--- src/rtl/uxn_fetch_unit.sv ---
// Instruction fetch stage for uxnProcessor: drives the program ROM, buffers words
// in a small prefetch FIFO and hands them to decode over a valid/ready handshake.
module uxn_fetch_unit #(
  parameter int          ADDR_W  = 8,
  parameter int          INSTR_W = 18,
  parameter int          DEPTH   = 2,
  parameter logic [7:0]  HLT_OP  = 8'h70
) (
  input  logic               clk,
  input  logic               rst,
  output logic               mem_rd_en,
  output logic [ADDR_W-1:0]  mem_addr,
  input  logic [INSTR_W-1:0] mem_rd_data,
  output logic [INSTR_W-1:0] instr,
  output logic [ADDR_W-1:0]  instr_pc,
  output logic               instr_valid,
  input  logic               instr_ready,
  input  logic               redirect_valid,
  input  logic [ADDR_W-1:0]  redirect_pc,
  output logic               halted
);

  localparam int PW = (DEPTH > 1) ? $clog2(DEPTH) : 1;
  localparam int CW = $clog2(DEPTH + 1);

  typedef enum logic [1:0] {RUN, STOP, HALT} state_t;

  state_t              state, state_nxt;
  logic [ADDR_W-1:0]   pc;
  logic [ADDR_W-1:0]   inflight_pc;
  logic                inflight;
  logic [INSTR_W-1:0]  fifo_instr [DEPTH];
  logic [ADDR_W-1:0]   fifo_pc    [DEPTH];
  logic [PW-1:0]       rd_ptr, wr_ptr;
  logic [CW-1:0]       count;
  logic [CW:0]         occ;
  logic                pop, wr, issue;
  logic                rsp_is_hlt, head_is_hlt;

  assign instr_valid = (count != '0);
  assign instr       = fifo_instr[rd_ptr];
  assign instr_pc    = fifo_pc[rd_ptr];
  assign pop         = instr_valid & instr_ready;
  assign occ         = {1'b0, count} + (CW+1)'(inflight) - (CW+1)'(pop);
  assign rsp_is_hlt  = (mem_rd_data[INSTR_W-1 -: 8] == HLT_OP);
  assign head_is_hlt = (instr[INSTR_W-1 -: 8] == HLT_OP);
  assign mem_rd_en   = issue;
  assign mem_addr    = pc;

  always_comb begin
    state_nxt = state;
    halted    = (state == HALT);
    // Responses are only accepted while running; in STOP they belong to words past HLT.
    wr        = inflight && (state == RUN) && !redirect_valid;
    issue     = !rst && (state == RUN) && !redirect_valid && (occ < (CW+1)'(DEPTH));
    if (redirect_valid) begin
      state_nxt = RUN;
    end else begin
      case (state)
        RUN:     if (wr && rsp_is_hlt) state_nxt = STOP;
        STOP:    if (pop && head_is_hlt) state_nxt = HALT;
        HALT:    state_nxt = HALT;
        default: state_nxt = RUN;
      endcase
    end
  end

  always_ff @(posedge clk) begin
    if (rst) begin
      state       <= RUN;
      pc          <= '0;
      inflight_pc <= '0;
      inflight    <= 1'b0;
      rd_ptr      <= '0;
      wr_ptr      <= '0;
      count       <= '0;
      for (int i = 0; i < DEPTH; i++) begin
        fifo_instr[i] <= '0;
        fifo_pc[i]    <= '0;
      end
    end else begin
      state    <= state_nxt;
      inflight <= issue;
      if (issue) inflight_pc <= pc;
      if (redirect_valid)  pc <= redirect_pc;
      else if (issue)      pc <= pc + 1'b1;
      if (redirect_valid) begin
        rd_ptr <= '0;
        wr_ptr <= '0;
        count  <= '0;
      end else begin
        if (wr) begin
          fifo_instr[wr_ptr] <= mem_rd_data;
          fifo_pc[wr_ptr]    <= inflight_pc;
          wr_ptr             <= wr_ptr + 1'b1;
        end
        if (pop) rd_ptr <= rd_ptr + 1'b1;
        count <= count + CW'(wr) - CW'(pop);
      end
    end
  end

endmodule
--- config.mk ---
export PLATFORM = sky130hd
export DESIGN_NAME = uxn_fetch_unit
export DESIGN_NICKNAME = d
export VERILOG_FILES = /design/src/rtl/uxn_fetch_unit.sv
export SDC_FILE = /design/constraint.sdc
export NUM_CORES = 1
export LEC_CHECK = 0
export ABC_AREA = 0
export BUFFER_PORTS_ARGS = -buffer_cell sky130_fd_sc_hd__buf_2
export CORE_MARGIN = 2
export CORE_UTILIZATION = 50
export CTS_CLUSTER_SIZE = 25
export DETAILED_ROUTE_END_ITERATION = 8
export GPL_ROUTABILITY_DRIVEN = 1
export PLACE_DENSITY = 0.78
export RECOVER_POWER = 25
export SYNTH_ARGS = -nofsm -noshare
export SYNTH_HDL_FRONTEND = slang
export SYNTH_SLANG_ARGS = --single-unit
--- constraint.sdc ---
create_clock -name clk -period 4.4 [get_ports clk]
set_input_delay 1.32 -clock clk [delete_from_list [all_inputs] [get_ports clk]]
set_output_delay 1.32 -clock clk [all_outputs]
set_load 0.1 [all_outputs]
==> impl_metrics.py <==
metrics = {
    "sta": {
        "fin_crit_ns": 4.30,
        "finalMaxSlewViolations": 27,
        "fin_skew_ns": 0.00620,
        "max_clock_freq_mhz": 232,
        "slew-limit-headroom_pct": -0.460,
        "tns_ns": 0,
        "fin_crit_sh_pct": 97.8,
        "setup_viol": 0,
        "tightest_slew_ns": 1.51,
        "finalHoldViolCount": 0,
        "rsz0062_at_grt": "false",
    },
    "synth": {
        "synth_edf_count": 52,
        "synthCells": 289,
        "avgSynthCellArea_um2": 12.1,
        "yosys_warnings": 0,
        "ys_types": 42,
        "synth_area_leaders": "edfxtp_1 45%, dfxtp_1 14%, and2_1 9.7%",
        "syn-cell-area_um2": 3490,
        "ys_ff_latch": 76,
        "synth_top_cell_area_share_pct": 44.8,
        "seq_area_frac_synth_pct": 58.5,
        "ys.flop_type": "edfxtp_1",
        "yosysTopAreaCell": "edfxtp_1",
        "synth.net_count": 328,
        "async_flop_share_pct": 0,
    },
    "clock_tree": {
        "cts_sinks": 76,
        "post_cts_resized": 0,
        "tritoncts": "done",
        "postCtsSetupBuffers": 0,
        "clk_pin_slew_ns": 0.07,
        "h-tree-depth": 3,
        "clock_path_buffers": 2,
        "clkLatencyLatePin_ns": 0.34,
        "cts_made_buffers": 9,
        "postCtsHoldBufs": 0,
        "cts_root_buffer": "clkbuf_8",
    },
    "global_route": {
        "gr-total-overflow": 0,
        "grt_max_degree": 31,
        "grt_pass1_vias": 2246,
        "grt_util_all_layers_pct": 17.3,
        "grt_pass1_wl_mm": 10.2,
        "grt_antenna_before_repair": 0,
    },
    "layout": {
        "nets": 397,
        "antenna_cells": 0,
        "finalCoreUtilization_pct": 60.6,
        "final_common_cell": "buf_2",
        "final_cell_mix": "63 x buf_2, 52 x edfxtp_1, 39 x and2_1",
        "area_growth_pct": 17.3,
        "layout-drive-gt1-share_pct": 32.0,
    },
    "drt": {
        "drt_first_pass_iters": 4,
        "ant_nets": 0,
        "finalWirelength_mm": 6.26,
        "drc": 0,
        "via_count": 2342,
        "vias_per_cell": 5.29,
        "drt_iter0_drc": 137,
        "wl_per_cell_um": 14.1,
    },
    "place": {
        "dp_hpwl_mm": 4.19,
        "place_congestion": 0.803,
        "numPortBuffers": 66,
    },
    "worst_setup_path": {
        "path_cells": "buf_2 -> and2_1 -> ha_1 -> nand2b_1 -> fa_1 -> xnor2_2 -> nand4_4 -> inv_2 -> buf_12",
        "worstPathMaxFanout": 2,
        "cp-start-kind": "primary input",
        "required_ns": 3.08,
        "cp.arrival_ns": 2.98,
        "path_class": "in2out",
        "cp_slowest_cell": "fa_1",
        "cp_top_family": "adder cells",
        "cp-end-kind": "output pin",
        "cp_slowest_stage_delay_ns": 0.41,
        "cp_num_buf_inv": 3,
    },
    "floorplanning": {
        "dieHeight_um": 87.5,
        "io_pins": 67,
        "start_util_pct": 51.6,
        "die_x_um": 87.5,
        "fp.coreArea_um2": 6760,
        "die_area_um2": 7660,
        "fp-row-count": 30,
    },
    "min_path": {
        "worstHoldPathType": "reg2reg",
    },
    "job": {
        "cap_violations": 1,
    },
    "status": {
        "failed_checks": "capacitance limit, slew limit",
        "outcome": "finished, violations left",
    },
    "power_and_ir_drop": {
        "leakagePower_nw": 1.64,
        "max-vdd-ir-drop_uv": 162,
        "p_per_area_nw_per_um2": 370,
    },
}
## worst paths after layout
| check | from | end | slack (ns) | depth (start not counted) |
|---|---|---|---|---|
| max | instr_ready | mem_rd_en | 0.1 | 9 |
| min | inflight_pc[5] | inflight_pc[5] | 0.46 | 2 |
| max reg2reg | count[1] | mem_addr[5] | 1.44 | 12 |
| min reg2reg | inflight_pc[5] | inflight_pc[5] | 0.46 | 2 |
## report_power, final
part,internal (mW),switching (mW)
Clock,0.201,0.235
Sequential,0.794,0.0171
Combinational,0.0559,0.211
Total,1.05,0.462
## cells in the mapped netlist (6+ instances only)
cell type,n
inv_1,7
edfxtp_1,52
nor3_1,9
a21oi_1,16
mux2_2,26
nor2_1,6
clkbuf_1,10
nand2_1,25
ha_1,8
dfxtp_1,24
o21ai_0,6
and2_1,54
## flip-flops by register name (all words and copies together), names as in the netlist, named ones only
register and flops:
count 2, state 2, fifo_instr 36, inflight 1
inflight_pc 8, rd_ptr 1, fifo_pc 16, wr_ptr 1
mem_addr 8
## area by class of cell
type	count	area [um^2]
Fill cell	570	2660
Sequential cell	76	2040
Multi-Input combinational cell	191	1380
Timing Repair Buffer	72	380
Clock buffer	11	131
Tap cell	80	100
Inverter	8	30.0
Clock inverter	5	28.8
## stage by stage
stage | power [mW] | setup slack, ns | hold WS (ns) | std cells | cell area (um^2)
final | 1.51 | 0.0986 | 0.460 | 443 | 4090
after global routing | 1.58 | 0.00736 | 0.494 | 443 | 4090
after CTS | 1.53 | 0.0447 | 0.464 | 443 | 4100
after detailed placement | 1.10 | 0.0496 | 0.454 | 427 | 3940
after global placement | 1.09 | 0.0943 | 0.449 | 427 | 3940
after floorplan | 1.04 | 0.0146 | 0.440 | 289 | 3490
## kinds of logic after synthesis
kind of cell,synth area share [%]
and+or+nand+nor,19.9
muxes,8.97
buffers and inverters,2.47
xor gates and xnor gates,1.26
AOI/OAI and AO/OA,5.38
adders and majority gates,3.44
DFF,58.5
## tightest hold or removal path, stage by stage (launching register included)
cell     delay, ns
dfxtp_1       0.32
nand2_1       0.05
a21oi_1       0.05
## per-layer routing
metal	track usage, %	wire length (um)	part of all wire (%)
met4	5.87	89	1.4
met2	29.5	3020	48
met5	0	0	0
met3	4.83	413	6.6
met1	21.3	2740	44
Note: power is estimated with default switching activity, not from simulation.
